File: src/rtl/hazard_ctrl.sv
// LEGv8 five-stage pipeline sequencing controller.
// Resolves RAW stalls, branch flushes and data-memory wait/timeout.
module hazard_ctrl #(
  parameter int CNT_W       = 32,
  parameter int MEM_TIMEOUT = 16,
  parameter int WAIT_W      = 5
) (
  input  logic             clk,
  input  logic             reset,
  input  logic [4:0]       rs1_D,
  input  logic [4:0]       rs2_D,
  input  logic             rs2Valid_D,
  input  logic [4:0]       rd_E,
  input  logic             regWrite_E,
  input  logic [4:0]       rd_M,
  input  logic             regWrite_M,
  input  logic             PCSrc_M,
  input  logic             dmReq_M,
  input  logic             dmReady_M,
  output logic             pcEnable,
  output logic             ifidEnable,
  output logic             idexEnable,
  output logic             exmemEnable,
  output logic             ifidFlush,
  output logic             idexFlush,
  output logic             exmemFlush,
  output logic             memwbFlush,
  output logic             busErr,
  output logic [CNT_W-1:0] stallCycles,
  output logic [CNT_W-1:0] flushEvents
);

  typedef enum logic [1:0] {
    RUN,
    MEM_WAIT,
    ERROR
  } state_e;

  localparam logic [WAIT_W-1:0] TMO = WAIT_W'(MEM_TIMEOUT);
  localparam logic [CNT_W-1:0]  CMAX = '1;

  state_e             state_q, state_d;
  logic [WAIT_W-1:0]  wait_q, wait_d;
  logic               busErr_q, busErr_d;
  logic [CNT_W-1:0]   stall_q, stall_d;
  logic [CNT_W-1:0]   flush_q, flush_d;

  logic               err_c, ms_c, br_c, raw_c;
  logic               haz_e, haz_m;
  logic [WAIT_W-1:0]  wait_inc;
  logic [7:0]         ctl;

  // X31 is XZR: writes to it are discarded, so it never carries a dependence
  assign haz_e = regWrite_E && (rd_E != 5'd31) &&
                 ((rs1_D == rd_E) ||
                  (rs2Valid_D && (rs2_D == rd_E)));
  assign haz_m = regWrite_M && (rd_M != 5'd31) &&
                 ((rs1_D == rd_M) ||
                  (rs2Valid_D && (rs2_D == rd_M)));

  assign err_c = (state_q == ERROR);
  assign ms_c  = !err_c && !dmReady_M &&
                 ((state_q == MEM_WAIT) ||
                  ((state_q == RUN) && dmReq_M));
  assign br_c  = !err_c && !ms_c && PCSrc_M;
  assign raw_c = !err_c && !ms_c && !PCSrc_M &&
                 (haz_e || haz_m);

  assign wait_inc = wait_q + 1'b1;

  always_comb begin
    state_d  = state_q;
    wait_d   = wait_q;
    // ctl = {pc,ifid,idex,exmem en, ifid,idex,exmem,memwb flush}
    ctl      = 8'b0000_0000;
    unique case (1'b1)
      err_c: begin
        ctl = 8'b0000_0000;
      end
      ms_c: begin
        ctl    = 8'b0000_0001;
        wait_d = wait_inc;
        if ((state_q == MEM_WAIT) && (wait_inc == TMO))
          state_d = ERROR;
        else
          state_d = MEM_WAIT;
      end
      br_c: begin
        ctl     = 8'b1111_1110;
        state_d = RUN;
        wait_d  = '0;
      end
      raw_c: begin
        ctl     = 8'b0011_0100;
        state_d = RUN;
        wait_d  = '0;
      end
      default: begin
        ctl     = 8'b1111_0000;
        state_d = RUN;
        wait_d  = '0;
      end
    endcase

    busErr_d = busErr_q || (state_d == ERROR);

    stall_d = stall_q;
    if (!err_c && !ctl[7] && (stall_q != CMAX))
      stall_d = stall_q + 1'b1;

    flush_d = flush_q;
    if (br_c && (flush_q != CMAX))
      flush_d = flush_q + 1'b1;
  end

  always_ff @(posedge clk or negedge reset) begin
    if (!reset) begin
      state_q  <= RUN;
      wait_q   <= '0;
      busErr_q <= 1'b0;
      stall_q  <= '0;
      flush_q  <= '0;
    end else begin
      state_q  <= state_d;
      wait_q   <= wait_d;
      busErr_q <= busErr_d;
      stall_q  <= stall_d;
      flush_q  <= flush_d;
    end
  end

  // reset forces every control line low without waiting for a clock
  assign {pcEnable, ifidEnable, idexEnable, exmemEnable,
          ifidFlush, idexFlush, exmemFlush, memwbFlush} =
         reset ? ctl : 8'b0000_0000;

  assign busErr      = busErr_q;
  assign stallCycles = stall_q;
  assign flushEvents = flush_q;

endmodule

File: config.mk
export PLATFORM = sky130hd
export DESIGN_NAME = hazard_ctrl
export DESIGN_NICKNAME = d
export VERILOG_FILES = /design/src/rtl/hazard_ctrl.sv
export SDC_FILE = /design/constraint.sdc
export NUM_CORES = 1
export LEC_CHECK = 0
export CAP_MARGIN = 10
export CELL_PAD_IN_SITES_DETAIL_PLACEMENT = 0
export CELL_PAD_IN_SITES_GLOBAL_PLACEMENT = 1
export CORE_UTILIZATION = 34
export CTS_CLUSTER_SIZE = 10
export DETAILED_ROUTE_END_ITERATION = 12
export PLACE_DENSITY_LB_ADDON = 0.1
export REMOVE_ABC_BUFFERS = 1
export SYNTH_ARGS = -nofsm -noshare
export SYNTH_HDL_FRONTEND = slang
export SYNTH_SLANG_ARGS = --single-unit
File: constraint.sdc
create_clock -name clk -period 2.14 [get_ports clk]
set_input_delay 0.321 -clock clk [delete_from_list [all_inputs] [get_ports clk]]
set_output_delay 0.321 -clock clk [all_outputs]
set_load 0.005 [all_outputs]
Word level (Yosys, flattened, before mapping)
Cells that the tools add are included.
Widths: inputs -> output; s select.
{"block": "word_totals", "elab_cells": 53, "ff_bits": 72, "in_bits": 28, "output_inout_bits": 73}
{"block": "classes", "n_reduce_logical": 28, "n_mux": 5, "add_sub_neg": 3, "eq_ne": 12}
{"operator": "$add 32x1->32 const B", "n": 2}
{"operator": "$ne 32x32->1 const B", "n": 2}
{"operator": "$pmux 8 s4", "n": 1}
{"operator": "$eq 5x5->1", "n": 4}
{"operator": "$logic_and 1x1->1", "n": 17}
{"operator": "$ne 5x5->1 const B", "n": 2}
{"operator": "$pmux 5 s2", "n": 1}
{"operator": "$mux 8", "n": 1}
{"operator": "$add 5x1->5 const B", "n": 1}
{"operator": "$eq 5x5->1 const B", "n": 1}
{"operator": "$logic_not 1->1", "n": 5}
{"operator": "$logic_or 1x1->1", "n": 5}
{"operator": "$eq 2x2->1 const B", "n": 2}
{"operator": "$pmux 2 s2", "n": 1}
{"operator": "$eq 2x1->1 const B", "n": 1}
{"operator": "$logic_not 2->1", "n": 1}
{"operator": "$mux 2", "n": 1}

Logic depth before layout (Yosys ltp)
{"block": "logic_depth", "word_depth": 12, "ltp_mapped": 9}

Worst setup path before layout
No wires, ideal clock.
{"block": "synth_timing", "kind": "input to register", "from": "in rs2_D[3]", "to": "reg stall_q[30], in the netlist stallCycles[30]", "cell_stages": 8, "slack_ps": -63, "path_buffers": 1, "t_required_ps": 2012, "setup_time_ps": 128, "t_arrival_ps": 2076, "path_cell_list": "xor2_1 -> nor4_1 -> a32oi_1 -> o22a_1 -> o31a_1 -> buf_6 -> nor4_4 -> mux2_1"}
{"block": "synth_between", "elab_chain_len": 10, "elab_cells_between_ends": 14, "classes_between": "eq/ne: 2; mux: 1; reduce/logical: 11"}
{"element": "start: declaration", "line_no": "11", "text": "input logic [4:0] rs2_D,"}
{"element": "$eq 5x5->1 (on tied branches)", "line_no": "56, 59"}
{"element": "$logic_and 1x1->1 (on tied branches)", "line_no": "56, 59"}
{"element": "$logic_or 1x1->1 (on tied branches)", "line_no": "55, 58"}
{"element": "$logic_and 1x1->1 (on tied branches)", "line_no": "54, 57"}
{"element": "$logic_or 1x1->1 (*)", "line_no": "67", "text": "(haz_e || haz_m);"}
{"element": "$logic_and 1x1->1 (*)", "line_no": "66", "text": "assign raw_c = !err_c && !ms_c && !PCSrc_M &&"}
{"element": "$pmux 8 s4 (*)", "line_no": "76", "text": "unique case (1'b1)"}
{"element": "$logic_not 1->1 (*)", "line_no": "108", "text": "if (!err_c && !ctl[7] && (stall_q != CMAX))"}
{"element": "$logic_and 1x1->1 (*) (2 in series)", "line_no": "108"}
{"element": "end signal: assignment", "line_no": "127", "text": "stall_q <= stall_d;"}
{"element": "end: declaration", "line_no": "45", "text": "logic [CNT_W-1:0] stall_q, stall_d;"}
Mark *: on every way between the ends. The rest lies on a longest branch, timed or not.
A chain may end at the register's enable or synchronous reset.

Worst setup path after layout
{"block": "layout_timing", "from": "in rs2_D[1]", "to": "reg stall_q[28], in the netlist stallCycles[28]"}
Same word-level chain as after synthesis.

==> results.ini <==
[run_status]
status = finished, final reports clean

[placed_design]
hpwl_mm = 7.31
place_area_mm2 = 0.00541
gp_congestion = 0.762
port_buffers = 100

[global_routing]
grt_pass1_vias = 3283
grt_max_degree = 52
grt_pass1_wl_mm = 16.4
overflow = 0
gr-usage-all-layers_pct = 18.2
antenna_found_initial = 0

[logic_synthesis]
syn_inst = 375
synthMuxAreaShare_pct = 1.74
synthSimpleGateAreaFrac_pct = 27.0
yosysSeqAreaShare_pct = 46.4
synth-async-reset-ratio_pct = 100
synth_top_family_by_area = simple AND/OR/NAND/NOR gates
syn-cell-area_mm2 = 0.00388
synthAdderAreaFrac_pct = 1.29
synth_seq_cells = 72
synth_warnings = 0
synth_enable_flop_cells = 0
synth-main-ff-cell = dfrtp_1
avgSynthCellArea_um2 = 10.4
synth_cell_types = 45
synth_compound_area_share_pct = 3.38
synth-xor-area-share_pct = 17.8

[final_layout]
multi_input_area_mm2 = 0.00225
finalCoreUtilization_pct = 55.4
diodes = 0
seqCellArea_mm2 = 0.00180
final_nets = 576
n_fill_cell = 989
final_area_mm2 = 0.00609
drive_gt1_share_pct = 28.1
area_growth_pct = 56.7

[clock_tree]
ctsHoldBuffers = 0
cts_tree = built
cts.sinks = 72
cts_buffers = 9
clk_pin_slew_ns = 0.06
clockBufferDepth = 2
cts_root_buf = clkbuf_16
ctsHtreeMaxLevel = 3
worstSkewPairLatency_ns = 0.33

[sta]
worstMarginPinSlew_ns = 0.668
setup-tns-final_ns = 0
finalHoldViolCount = 0
fin_hold_ws_ns = 0.00575
period_minus_slack_ns = 2.13
max_freq_ghz = 0.470
finalSetupViolCount = 0
finalMaxSlewViolations = 0
slew_headroom_pct = 55.5
clock_skew_ns = 0.00628
rsz0062_at_grt = yes
fin_crit_sh_pct = 99.5

[die]
die_x_um = 109
placementRows = 38
ios = 101
start_util_pct = 35.4
core_mm2 = 0.0110
fp.dieArea_mm2 = 0.0119
die_y_um = 109

[worst_setup_path]
slowest_stage = o31a_4
crit_fanout = 6
cp_common_cell = buf_6
crit_buf_inv = 2
critPathKind = in -> reg
required_ns = 2.35
crit_chain = buf_6 > xor2_1 > nor4_1 > a32oi_1 > o22a_1 > buf_6 > o31a_4 > nor4b_4 > mux2_4
critPathLaunchType = primary input
cpPeakStageDelay_ns = 0.37
critPathTopFamily = compound AO/OA/AOI/OAI gates
r2r_slack_ns = 0.05
critPathArrivalTime_ns = 2.34
worstSetupEndpointType = flop

[detailed_routing]
ant_nets = 0
avgViaCountPerCell = 4.88
drc = 0
drt-initial-drc-count = 109
drt_first_pass_iters = 5
wl_mm = 10.4
wl_per_cell_um = 15.2
vias = 3356

[run]
max_cap_violations = 0

[power_and_ir_drop]
p_leak_nw = 2.69
ir_drop_mv = 0.508
power_density_mw_per_mm2 = 696
p_total_mw = 4.24

[hold_path]
worst_hold_path_type = in -> async

[path summary, 6_finish.rpt]
kind                       cells past startpoint        from               to
max reg2reg                                    6  state_q[1]  stallCycles[27]
max                                            9    rs2_D[1]  stallCycles[28]
min reg2reg                                    1      busErr           busErr
min in group clk                               1      busErr           busErr
min                                            2       reset  flushEvents[22]
max in group asynchronous                      2       reset        wait_q[3]
[cell families after synthesis]
logic type	Yosys count
AO/OA/AOI/OAI	20
XOR/XNOR	78
adder cells (fa/ha/maj)	4
buffers and inverters	16
flip-flops	72
multiplexers	6
AND/OR/NAND/NOR	179
[synthesized netlist by cell type (all sizes together) (4+ instances only)]
cell type,n,area share (%)
xor2,51,12
and2,4,0.64
nand2,40,3.9
xnor2,27,6.3
and4,7,1.6
nand3,33,4.3
inv,6,0.58
nor4,6,1.8
nor2,27,2.7
nand4,17,2.7
nor3,23,4.6
ha,4,1.3
dfrtp,72,46
o21ai,10,1.3
mux2,6,1.7
buf,7,1.6
[power by group]
| group | internal (mW) | total [mW] | leakage (nW) | switching [mW] |
|---|---|---|---|---|
| clock network | 0.993 | 1.56 | 0.148 | 0.567 |
| logic | 0.597 | 1.03 | 1.59 | 0.431 |
| registers | 1.51 | 1.65 | 0.944 | 0.139 |
[flip-flops by register name (all words and copies together), names as in the netlist]
register and count:
busErr 1, flushEvents 32, stallCycles 32, state_q 2
wait_q 5
[through the flow]
stage | instances | worst slack (ns)
after global placement | 661 | -0.708
after CTS | 682 | -0.0742
after floorplan | 365 | -0.486
final | 688 | 0.0108
after detailed placement | 661 | -0.760
after global routing | 688 | -0.0809
[timing repair]
action,4_1_cts,5_1_grt
setup buffers,4,6
hold endpoints to repair,0,0
setup endpoints to repair,39,47
gates resized for setup,99,46
cloned,2,1
pin swaps,24,32
[routing by layer]
metal	up-vias	share of wire, %	GRT usage [%]
met5	-	0	0
met4	0	0.67	6.18
met3	6	4.6	4.18
met2	77	45	27.4
met1	1626	49	25.5
li1	1647	-	-
[area by class of cell]
| cell class | count | share of cell area (%) |
|---|---|---|
| multi-input cells | 288 | 36.9 |
| flip-flops and latches | 72 | 29.6 |
| clock inverters | 2 | 0.617 |
| clock buffers | 13 | 4.44 |
| inverters | 6 | 0.370 |
| repair buffers | 167 | 25.2 |
| well taps | 140 | 2.88 |
[cells in the final DEF, fill, tap and decap left out, types with 3 or more instances in the layout]
cell             count
and2_1               3
nand4_1             17
dlygate4sd2_1        6
buf_2                9
xor2_1              51
nor2_2               7
mux2_1               4
nor4b_4              3
clkbuf_16           10
dfrtp_1             72
nor2_4               3
clkbuf_8             3
nor4_4               4
nor2_1              17
inv_1                6
nor3_2               8
nand2_1             39
xnor2_1             26
o21ai_0              9
and4_1               6
nor3_4              10
nand3_1             32
buf_4               59
buf_6               11
and3_1               3
clkdlybuf4s50_1     72
ha_1                 3
nor3_1               5
Power figures use the tool's default switching activity.
